## src/rtl/hs_tx_arbiter.sv

```systemverilog
// hs_tx_arbiter: TX-side scheduler that shares one req/ack crossing channel
// between NUM_SRC producers. A round-robin pick captures one word, a full
// 4-phase req/ack cycle carries it across, then the channel is released.
// A missing ack is flagged (sticky) and recovered via a REQ-state timeout.
module hs_tx_arbiter #(
  parameter int NUM_SRC   = 4,
  parameter int BUS_WIDTH = 8,
  parameter int TIMEOUT   = 255
) (
  input  logic                         clk,
  input  logic                         rst,
  input  logic [NUM_SRC-1:0]           src_valid,
  input  logic [NUM_SRC*BUS_WIDTH-1:0] src_data,
  output logic [NUM_SRC-1:0]           src_ready,
  output logic                         req,
  output logic [BUS_WIDTH-1:0]         tx_data,
  input  logic                         ack_sync,
  output logic [$clog2(NUM_SRC)-1:0]   grant_id,
  output logic                         busy,
  output logic                         timeout_err,
  input  logic                         err_clr
);

  localparam int GW = $clog2(NUM_SRC);
  // The REQ counter only has to reach TIMEOUT-1.
  localparam int CW = (TIMEOUT > 1) ? $clog2(TIMEOUT) : 1;
  localparam logic [CW-1:0] CNT_LAST = CW'((TIMEOUT > 0) ? TIMEOUT - 1 : 0);

  typedef enum logic [1:0] {
    ST_IDLE,
    ST_REQ,
    ST_RELEASE
  } state_t;

  state_t                 state_reg, state_next;
  logic                   req_reg, req_next;
  logic [BUS_WIDTH-1:0]   tx_data_reg, tx_data_next;
  logic [GW-1:0]          grant_reg, grant_next;
  logic [GW-1:0]          ptr_reg, ptr_next;
  logic [CW-1:0]          cnt_reg, cnt_next;
  logic                   err_reg, err_next;
  logic                   err_set;

  logic [BUS_WIDTH-1:0]   src_word [NUM_SRC];
  logic [GW-1:0]          cand_idx [NUM_SRC];
  logic [NUM_SRC-1:0]     cand_hit;
  logic [GW-1:0]          winner;
  logic                   accept;

  // Candidate gi is the source gi positions after the round-robin pointer,
  // so candidate 0 is the highest-priority slot this round.
  for (genvar gi = 0; gi < NUM_SRC; gi++) begin : g_rr
    logic [GW:0] sum;
    assign sum           = {1'b0, ptr_reg} + (GW+1)'(gi);
    assign cand_idx[gi]  = (sum >= (GW+1)'(NUM_SRC)) ? GW'(sum - (GW+1)'(NUM_SRC)) : sum[GW-1:0];
    assign cand_hit[gi]  = src_valid[cand_idx[gi]];
    assign src_word[gi]  = src_data[gi*BUS_WIDTH +: BUS_WIDTH];
    assign src_ready[gi] = accept && (winner == GW'(gi));
  end

  // Pick the first valid candidate in rotated order (lowest offset wins).
  always_comb begin
    winner = '0;
    for (int k = NUM_SRC - 1; k >= 0; k--) begin
      if (cand_hit[k]) begin
        winner = cand_idx[k];
      end
    end
  end

  // A stale ack still high in IDLE blocks any new accept.
  assign accept = (state_reg == ST_IDLE) && !ack_sync && (|src_valid);

  // Next-state and next-register values for the handshake sequence.
  always_comb begin
    state_next   = state_reg;
    req_next     = req_reg;
    tx_data_next = tx_data_reg;
    grant_next   = grant_reg;
    ptr_next     = ptr_reg;
    cnt_next     = cnt_reg;
    err_set      = 1'b0;
    case (state_reg)
      ST_IDLE: begin
        if (accept) begin
          tx_data_next = src_word[winner];
          grant_next   = winner;
          ptr_next     = (winner == GW'(NUM_SRC - 1)) ? '0 : winner + GW'(1);
          req_next     = 1'b1;
          cnt_next     = '0;
          state_next   = ST_REQ;
        end
      end
      ST_REQ: begin
        if (ack_sync) begin
          req_next   = 1'b0;
          state_next = ST_RELEASE;
        end else begin
          cnt_next = cnt_reg + CW'(1);
          // Abort drops the word; the producer is not retried.
          if ((TIMEOUT != 0) && (cnt_reg == CNT_LAST)) begin
            err_set    = 1'b1;
            req_next   = 1'b0;
            state_next = ST_RELEASE;
          end
        end
      end
      ST_RELEASE: begin
        if (!ack_sync) begin
          state_next = ST_IDLE;
        end
      end
      default: begin
        req_next   = 1'b0;
        state_next = ST_IDLE;
      end
    endcase
    // Setting the flag takes priority over a simultaneous clear.
    err_next = err_set ? 1'b1 : (err_clr ? 1'b0 : err_reg);
  end

  // State and datapath registers; reset drops req immediately.
  always_ff @(posedge clk or posedge rst) begin
    if (rst) begin
      state_reg   <= ST_IDLE;
      req_reg     <= 1'b0;
      tx_data_reg <= '0;
      grant_reg   <= '0;
      ptr_reg     <= '0;
      cnt_reg     <= '0;
      err_reg     <= 1'b0;
    end else begin
      state_reg   <= state_next;
      req_reg     <= req_next;
      tx_data_reg <= tx_data_next;
      grant_reg   <= grant_next;
      ptr_reg     <= ptr_next;
      cnt_reg     <= cnt_next;
      err_reg     <= err_next;
    end
  end

  assign req         = req_reg;
  assign tx_data     = tx_data_reg;
  assign grant_id    = grant_reg;
  assign busy        = (state_reg != ST_IDLE);
  assign timeout_err = err_reg;

endmodule

```

## config.mk

```make
export PLATFORM = sky130hd
export DESIGN_NAME = hs_tx_arbiter
export DESIGN_NICKNAME = d
export VERILOG_FILES = /design/src/rtl/hs_tx_arbiter.sv
export SDC_FILE = /design/constraint.sdc
export NUM_CORES = 1
export LEC_CHECK = 0
export ABC_AREA = 1
export CAP_MARGIN = 20
export CORE_UTILIZATION = 46
export DETAILED_ROUTE_END_ITERATION = 16
export GPL_TIMING_DRIVEN = 1
export PLACE_DENSITY = 0.8
export SLEW_MARGIN = 20
export SYNTH_ARGS = -nofsm -noshare
export SYNTH_HDL_FRONTEND = slang
export SYNTH_SLANG_ARGS = --single-unit
```

## constraint.sdc

```tcl
create_clock -name clk -period 2 [get_ports clk]
set_input_delay 0.3 -clock clk [delete_from_list [all_inputs] [get_ports clk]]
set_output_delay 0.3 -clock clk [all_outputs]
set_load 0.01 [all_outputs]
```

Word-level counts from Yosys, hierarchy flattened --
Index checks and enable logic that the tools add are counted.
Storage, ports and cells: bits in registers 24, input bits 40, output and inout port bits 17, word-level logic and storage cells 91
Operators by class: add/sub/neg operators 9, $lt $le $gt $ge 9, equal/unequal tests 10, muxes and demuxes 37, bitwise logic cells 2, reduce and logical (&&, ||, !) cells 17
Operator list (count):
- 2-to-1 mux 8 bit | 4
- 2-to-1 mux 2 bit | 13
- binary-select mux 8 bit (select 2 bit) | 1
- one-hot mux 8 bit (2 select lines) | 1
- greater-or-equal comparator 3 bit (second input constant) | 4
- less-than comparator 2 x 3 -> 1 bit (second input constant) | 4
- 2-to-1 mux 1 bit | 12
- AND reduction 3 bit | 3
- adder 8 x 1 -> 8 bit (second input constant) | 1
- binary-select mux 1 bit (select 2 bit) | 4
- == test 8 bit (second input constant) | 1
- subtractor 2 x 1 -> 2 bit (second input constant) | 4
- adder 2 x 2 -> 3 bit (second input constant) | 2
- == test 2 bit (second input constant) | 3
- logical AND 1 bit | 6
- != test 2 bit (second input constant) | 3
- one-hot mux 2 bit (3 select lines) | 1
- nonzero test 2 bit | 3
- == test 2 x 1 -> 1 bit (second input constant) | 2
- logical NOT 2 bit | 2
- OR reduction 4 bit | 1
- adder 2 x 1 -> 3 bit (second input constant) | 1
- greater-or-equal comparator 2 x 3 -> 1 bit (second input constant) | 1
- != test 3 bit (second input constant) | 1
- 6 further kinds | 6

Depth between registers and ports, before layout --
Gate-level depths: netlist (run 1).
depth in word-level cells 13, gate-level depth with buffers 15, mapped depth without buffers 13

Worst setup path before layout (run 1) --
OpenSTA, ideal clock, no wires.
path kind reg-to-output, start point register ptr_reg[0], end point output port src_ready[3], arrival 1.607 ns, data required time 1.700 ns, slack 0.093 ns, cell stages (with the launch flop) 13, path buffers 2, cells stage by stage dfrtp_1 -> buf_6 -> xnor2_1 -> nand2_1 -> nand3_2 -> nand2_2 -> nand2_4 -> nand2_4 -> buf_6 -> inv_2 -> ha_1 -> inv_1 -> nor2_1
Between the ends: cells in the longest elaborated chain, start to end 11, elaborated cells on any way between the ends 29, those cells by class 7 x add/sub; 4 x order compare; 1 x eq/ne; 16 x mux; 1 x reduce/logical
Ends and longest elaborated chain:
- start: declaration | line 39 | logic [GW-1:0] ptr_reg, ptr_next;
- start signal: assignment | line 137 | ptr_reg <= ptr_next;
- adder 2 x 2 -> 3 bit | line 54 | assign sum = {1'b0, ptr_reg} + (GW+1)'(gi);
- greater-or-equal comparator 3 bit or subtractor 2 x 1 -> 2 bit (tied branches) | line 55 | assign cand_idx[gi] = (sum >= (GW+1)'(NUM_SRC)) ? GW'(sum - (GW+1)'(NUM_SRC)) : sum[GW-1:0];
- 2-to-1 mux 2 bit | line 55
- binary-select mux 1 bit (select 2 bit) | line 56 | assign cand_hit[gi] = src_valid[cand_idx[gi]];
- 2-to-1 mux 1 bit (implied by the code) | line 56
- 2-to-1 mux 2 bit (3 in series) | line 65 | if (cand_hit[k]) begin
- 2-to-1 mux 2 bit (*) | line 65
- == test 2 bit (*) | line 58 | assign src_ready[gi] = accept && (winner == GW'(gi));
- logical AND 1 bit (*) | line 58
- end: declaration | line 14 | output logic [NUM_SRC-1:0] src_ready,
Every way passes the cells marked *; elsewhere a longest branch is shown, timed or not. The select of a mux whose other input is x is not followed.

Final worst setup path (run 1) --
Ends and elaborated chain as after synthesis.

==> results of run 1 <==
synth_stat cells (2+ instances only):
cell type,number
a21oi_1,5
buf_2,3
buf_6,2
clkbuf_1,2
dfrtp_1,24
ha_1,3
inv_1,51
inv_2,6
nand2_1,77
nand2_4,2
nand3_1,40
nand4_1,4
nor2_1,16
nor3_1,2
o21ai_0,7
o21ai_1,4
xnor2_1,2
tightest hold or removal path: cells and delay by family:
kind / cells / cell delay [ns]
buffers and inverters: 3 / 0.74
metrics by stage:
step,setup TNS [ns],std cells,total power (W),utilization,instance area [µm²]
final,-1.22,387,0.00418,0.770,2630
after global routing,-1.79,387,0.00453,0.770,2630
after CTS,-0.751,386,0.00392,0.751,2560
after detailed placement,-4.86,376,0.00331,0.707,2420
after global placement,-2.80,376,0.00326,0.707,2420
after floorplan,0,258,0.00238,-,1670
worst paths after layout:
path,to,slack (ns),cells after the start
setup / recovery,src_ready[3],-0.38,11
hold / removal,tx_data[5]$_DFFE_PP0P_,0.29,3
setup reg to reg,tx_data[7]$_DFFE_PP0P_,0.05,14
hold reg to reg,tx_data[4]$_DFFE_PP0P_,0.50,2
max in group asynchronous,ptr_reg[1]$_DFFE_PP0P_,1.46,3
min in group clk,tx_data[4]$_DFFE_PP0P_,0.50,2
per-layer routing:
layer  vias up  global-route usage  share of wire
met5         -                   0              0
met4         0               0.108          0.029
met3        14              0.0496          0.047
met2        60               0.470           0.50
met1       865               0.319           0.43
li1        953                   -              -
what timing repair did:
| action | 4_1_cts | 5_1_grt |
|---|---|---|
| setup buffers | 6 | 1 |
| pin swaps | 7 | 5 |
| hold buffers | 0 | 0 |
| resized for setup | 40 | 15 |
| endpoints found under the setup margin | 4 | 17 |
power by group:
group / leakage (nW) / total, W / internal, W / switching [W]
sequential: 0.305 / 0.000799 / 0.000660 / 0.000139
combinational: 1.06 / 0.00301 / 0.00134 / 0.00167
clock: 0.0279 / 0.000364 / 0.000203 / 0.000162
final cells by class:
type | instances | area, µm² | share of cell area
Multi-Input combinational cell | 168 | 902 | 0.343
Timing Repair Buffer | 86 | 785 | 0.298
Sequential cell | 24 | 603 | 0.229
Inverter | 59 | 229 | 0.0871
Tap cell | 46 | 57.6 | 0.0219
Clock inverter | 1 | 30.0 | 0.0114
Clock buffer | 3 | 22.5 | 0.00857
kinds of logic (layout without fill, tap and decap cells):
| family | Yosys count | count (layout) |
|---|---|---|
| and+or+nand+nor | 144 | 144 |
| buffers and inverters | 66 | 149 |
| DFF | 24 | 24 |
| AOI/OAI and AO/OA | 18 | 18 |
| adders and majority gates | 3 | 3 |
| xor gates and xnor gates | 2 | 2 |
| muxes | 1 | 1 |
==> impl_metrics.ini, run 1 <==
[status]
outcome = finished, violations left
violations = negative setup slack

[global_routing]
grt_max_degree = 25
grt_overflow = 0
antenna_found_initial = 0
track_usage = 0.267
grt_pass1_vias = 1931
grt_pass1_wl_mm = 8.22

[power_and_ir_drop]
irDropWorstVdd_uv = 716
powerDensity_mw_per_mm2 = 1590
leakagePower_nw = 1.39

[routing]
routed_wl_mm = 4.83
vias_per_cell = 4.89
ant_nets = 0
wire_per_inst_um = 12.5
route.vias.total = 1892
detailedRoute.firstIterationViolations = 109
drtPass1Iterations = 4
drc = 0

[clock_tree]
cts-buffers-inserted = 3
cts_root_buf = clkbuf_4
clock-sinks = 24
insertion_delay_ns = 0.33
path_clk_slew_ns = 0.15
cts_tree = built
h-tree-depth = 1
clock_path_buffers = 2

[synthesis]
yosys.area_share.simple = 0.384
synth_flop_cell = dfrtp_1
synth_cells = 258
netlist_area_mm2 = 0.00167
syn_area_per_cell_um2 = 6.47
synth-seq-cells = 24
synth-compound-area-share = 0.0562
synth_xor_area_frac = 0.0105
synth_edf_count = 0
synth_top_family_by_area = simple AND/OR/NAND/NOR gates
muxShareOfSynthArea = 0.00674
synthAdderAreaFrac = 0.0225
synth-async-reset-ratio = 1.00
ys_types = 25
synth_top_area_share = 0.360
ys_seq_area_frac = 0.360
yosysTopAreaCell = dfrtp_1
yosys_warnings = 0
syn_nets = 301
synthTopCellsByArea = dfrtp_1 (36%), nand2_1 (17%), nand3_1 (12%)

[timing]
post-route-min-period_ns = 2.38
fin_ws_ns = -0.375
worst_pin_slew_ns = 0.328
whs_ns = 0.293
slew_viol_final = 0
max_freq_mhz = 421
min_period_over_period = 1.19
clock-skew-final_ns = 0.00951
hold_violations = 0
max_slew_margin = 0.779
rsz0062_at_grt = yes
setup_viol = 4

[place]
gp_congestion = 0.836
place_ws_ns = -0.705
dp_hpwl_mm = 3.26
numPortBuffers = 56

[worst_setup_path]
critical_path_arrival_ns = 2.08
r2r_start = ptr_reg[0]$_DFFE_PP0P_
critPathLaunchType = flop
crit_type = flop to primary output
crit_start = ptr_reg[0]$_DFFE_PP0P_
endpoint_kind = primary output
critPathMaxStageDelay_ns = 0.46
critPathRequiredTime_ns = 1.70
cpLargestDelayFamily = simple AND/OR/NAND/NOR gates
path_max_fanout = 4
crit_chain = buf_8, xnor2_4, buf_4, nand3_1, nand3_1, nand2_1, nand2_2, ha_1, inv_1, nor2_1, buf_2
slowest_stage = dfrtp_2
crit_buf_inv = 4
cpMostUsedCell = nand3_1

[hold_path]
min_path_type = input port to async pin

[floorplan]
fp.dieH_um = 62.3
ios = 57
core_region_area_mm2 = 0.00342
rows = 21
die_area_mm2 = 0.00388
start_util = 0.489
die_x_um = 62.3

[final_layout]
area_growth_syn_to_layout_pct = 57.4
nets = 385
fillers = 248
most-common-layout-cells = nand2_1 (67), clkdlybuf4s50_1 (52), inv_1 (49)
insertedDiodeCount = 0
drive_gt1_frac = 0.226
layout_commonest_cell = nand2_1

[run]
drv_cap = 0
Power figures use the tool's default switching activity.
==> inputs of run 2 (changes only) <==
--- a/config.mk
+++ b/config.mk
@@ -8,6 +8,7 @@
 export ABC_AREA = 1
 export CAP_MARGIN = 20
 export CORE_UTILIZATION = 46
+export CTS_CLUSTER_SIZE = 30
 export DETAILED_ROUTE_END_ITERATION = 16
 export GPL_TIMING_DRIVEN = 1
 export PLACE_DENSITY = 0.8
==> results of run 2 <==
The final DEF is identical to that of run 1; final timing and power are the same.
==> inputs of run 3 (changes only) <==
--- a/config.mk
+++ b/config.mk
@@ -8,10 +8,9 @@
 export ABC_AREA = 1
 export CAP_MARGIN = 20
 export CORE_UTILIZATION = 46
-export CTS_CLUSTER_SIZE = 30
 export DETAILED_ROUTE_END_ITERATION = 16
 export GPL_TIMING_DRIVEN = 1
-export PLACE_DENSITY = 0.8
+export PLACE_DENSITY = 0.81
 export SLEW_MARGIN = 20
 export SYNTH_ARGS = -nofsm -noshare
 export SYNTH_HDL_FRONTEND = slang
==> run 3 against run 2 <==
Net effect:
- the flow still finishes with violations (negative setup slack)
- non-clock buffer count up 6
- worst setup slack better by 0.14 ns
- first-iteration DRC count up 37%
- power up 4.6%
- sequential power increased by 1%
- routed wire length grew 7.6%
- clock skew is 0.00074 ns lower
- worst hold slack better by 0.014 ns
- die area did not move
- sequential share of layout area is 0.95 points lower
- largest cell class unchanged
- largest power group unchanged
==> impl_metrics.ini, run 3 (synthesis gave the netlist of run 1 again) <==
[final_layout]
layout_commonest_cell = nand2_1
insertedDiodeCount = 0
drive_gt1_frac = 0.248
most-common-layout-cells = nand2_1 (65), clkdlybuf4s50_1 (52), inv_1 (48)
area_growth_syn_to_layout_pct = 63.8
stdcell_count = 393
nets = 391

[routing]
vias_per_cell = 5.01
detailedRoute.firstIterationViolations = 149
ant_nets = 0
routed_wl_mm = 5.20
wire_per_inst_um = 13.2
route.vias.total = 1969
drtPass1Iterations = 4
drc = 0

[timing]
post-route-min-period_ns = 2.24
hold_violations = 0
fin_ws_ns = -0.239
setup_viol = 4
slew_viol_final = 0
min_period_over_period = 1.12
max_freq_mhz = 447
rsz0062_at_grt = yes
max_slew_margin = 0.760
clock-skew-final_ns = 0.00877
worst_pin_slew_ns = 0.356

[power_and_ir_drop]
powerDensity_mw_per_mm2 = 1600
leakagePower_nw = 1.45
total_power_w = 0.00437
p_sw_w = 0.00209
irDropWorstVdd_uv = 757
seqPwrFrac = 0.185
switching_share = 0.478
p_int_w = 0.00228
clkPwrFrac = 0.057
combPwrFrac = 0.758

[floorplan]
start_util = 0.489
ios = 57
rows = 21
fp.dieH_um = 62.3
die_x_um = 62.3
core_region_area_mm2 = 0.00342
die_area_mm2 = 0.00388

[hold_path]
min_path_type = input port to async pin

[place]
dpl.cell_count = 376
gp_congestion = 0.810
numPortBuffers = 56
dp_hpwl_mm = 3.25

[worst_setup_path]
crit_type = flop to primary output
critPathRequiredTime_ns = 1.70
critical_path_arrival_ns = 1.94
critPathLaunchType = flop
endpoint_kind = primary output
path_max_fanout = 5

[clock_tree]
clock-sinks = 24
clock_path_buffers = 2
cts-buffers-inserted = 3
h-tree-depth = 1
path_clk_slew_ns = 0.13
cts_root_buf = clkbuf_4
ctsHoldBuffers = 0
insertion_delay_ns = 0.31
cts_tree = built

[global_routing]
grt_pass1_wl_mm = 7.76
grt_pass1_vias = 1901
grt_overflow = 0
grt_max_degree = 25
track_usage = 0.248
antenna_found_initial = 0

[run]
drv_cap = 0

[status]
outcome = finished, violations left
violations = negative setup slack
run 3: area by class of cell:
| class | instances | area (µm²) |
|---|---|---|
| flip-flops and latches | 24 | 602 |
| inverters | 59 | 231 |
| repair buffers | 92 | 841 |
| well taps | 46 | 57.6 |
| fillers | 229 | 679 |
| multi-input cells | 168 | 968 |
| clock buffers | 4 | 36.3 |
run 3: metal layers:
layer,GRT usage,part of all wire
met5,0,0
met4,0.0698,0.025
met3,0.0680,0.067
met2,0.445,0.50
met1,0.287,0.41
run 3: repair_timing:
| action | in CTS | in global routing |
|---|---|---|
| cloned | 0 | 0 |
| pin swaps | 11 | 14 |
| endpoints found under the setup margin | 4 | 15 |
| buffers inserted | 10 | 4 |
| gates resized for setup | 43 | 31 |
run 3: through the flow:
| stage | util | cell area, µm² | worst slack, ns | setup TNS, ns | hold WS, ns |
|---|---|---|---|---|---|
| after floorplan | - | 1670 | 0.0934 | 0 | 0.315 |
| after global placement | 0.707 | 2420 | -0.514 | -2.63 | 0.465 |
| after detailed placement | 0.707 | 2420 | -0.579 | -3.35 | 0.469 |
| after CTS | 0.759 | 2590 | -0.207 | -0.732 | 0.316 |
| after global routing | 0.801 | 2740 | -0.330 | -1.30 | 0.344 |
| final | 0.801 | 2740 | -0.239 | -0.763 | 0.307 |
run 3: worst max-delay path: stages (launching register included):
cell     delay, ns
dfrtp_2       0.49
buf_6         0.15
inv_8         0.06
nand2_4       0.06
nand3_4       0.08
nand2_4       0.06
nand3_4       0.10
nand2_4       0.06
nand2_4       0.06
nand2_4       0.06
inv_4         0.07
ha_4          0.12
inv_2         0.03
nor2_1        0.09
buf_2         0.13
run 3: power groups by stage:
stage / logic [W] / clock network [W] / registers [W]
6_report: 0.00331 / 0.000247 / 0.000810
5_1_grt: 0.00362 / 0.000272 / 0.000824
4_1_cts: 0.00290 / 0.000252 / 0.000781
3_5_place_dp: 0.00253 / 0 / 0.000795
3_3_place_gp: 0.00248 / 0 / 0.000796
2_1_floorplan: 0.00158 / 0 / 0.000807
run 3: path summary, 6_finish.rpt:
kind | start | end | slack, ns | cells after the start
min in group clk | tx_data[0]$_DFFE_PP0P_ | tx_data[0]$_DFFE_PP0P_ | 0.49 | 2
max in group asynchronous | rst | ptr_reg[0]$_DFFE_PP0P_ | 1.44 | 3
min | rst | cnt_reg[2]$_DFFE_PP0P_ | 0.31 | 3
min reg2reg | tx_data[0]$_DFFE_PP0P_ | tx_data[0]$_DFFE_PP0P_ | 0.49 | 2
max reg2reg | ptr_reg[0]$_DFFE_PP0P_ | tx_data[6]$_DFFE_PP0P_ | 0.11 | 15
max | ptr_reg[0]$_DFFE_PP0P_ | src_ready[3] | -0.24 | 14
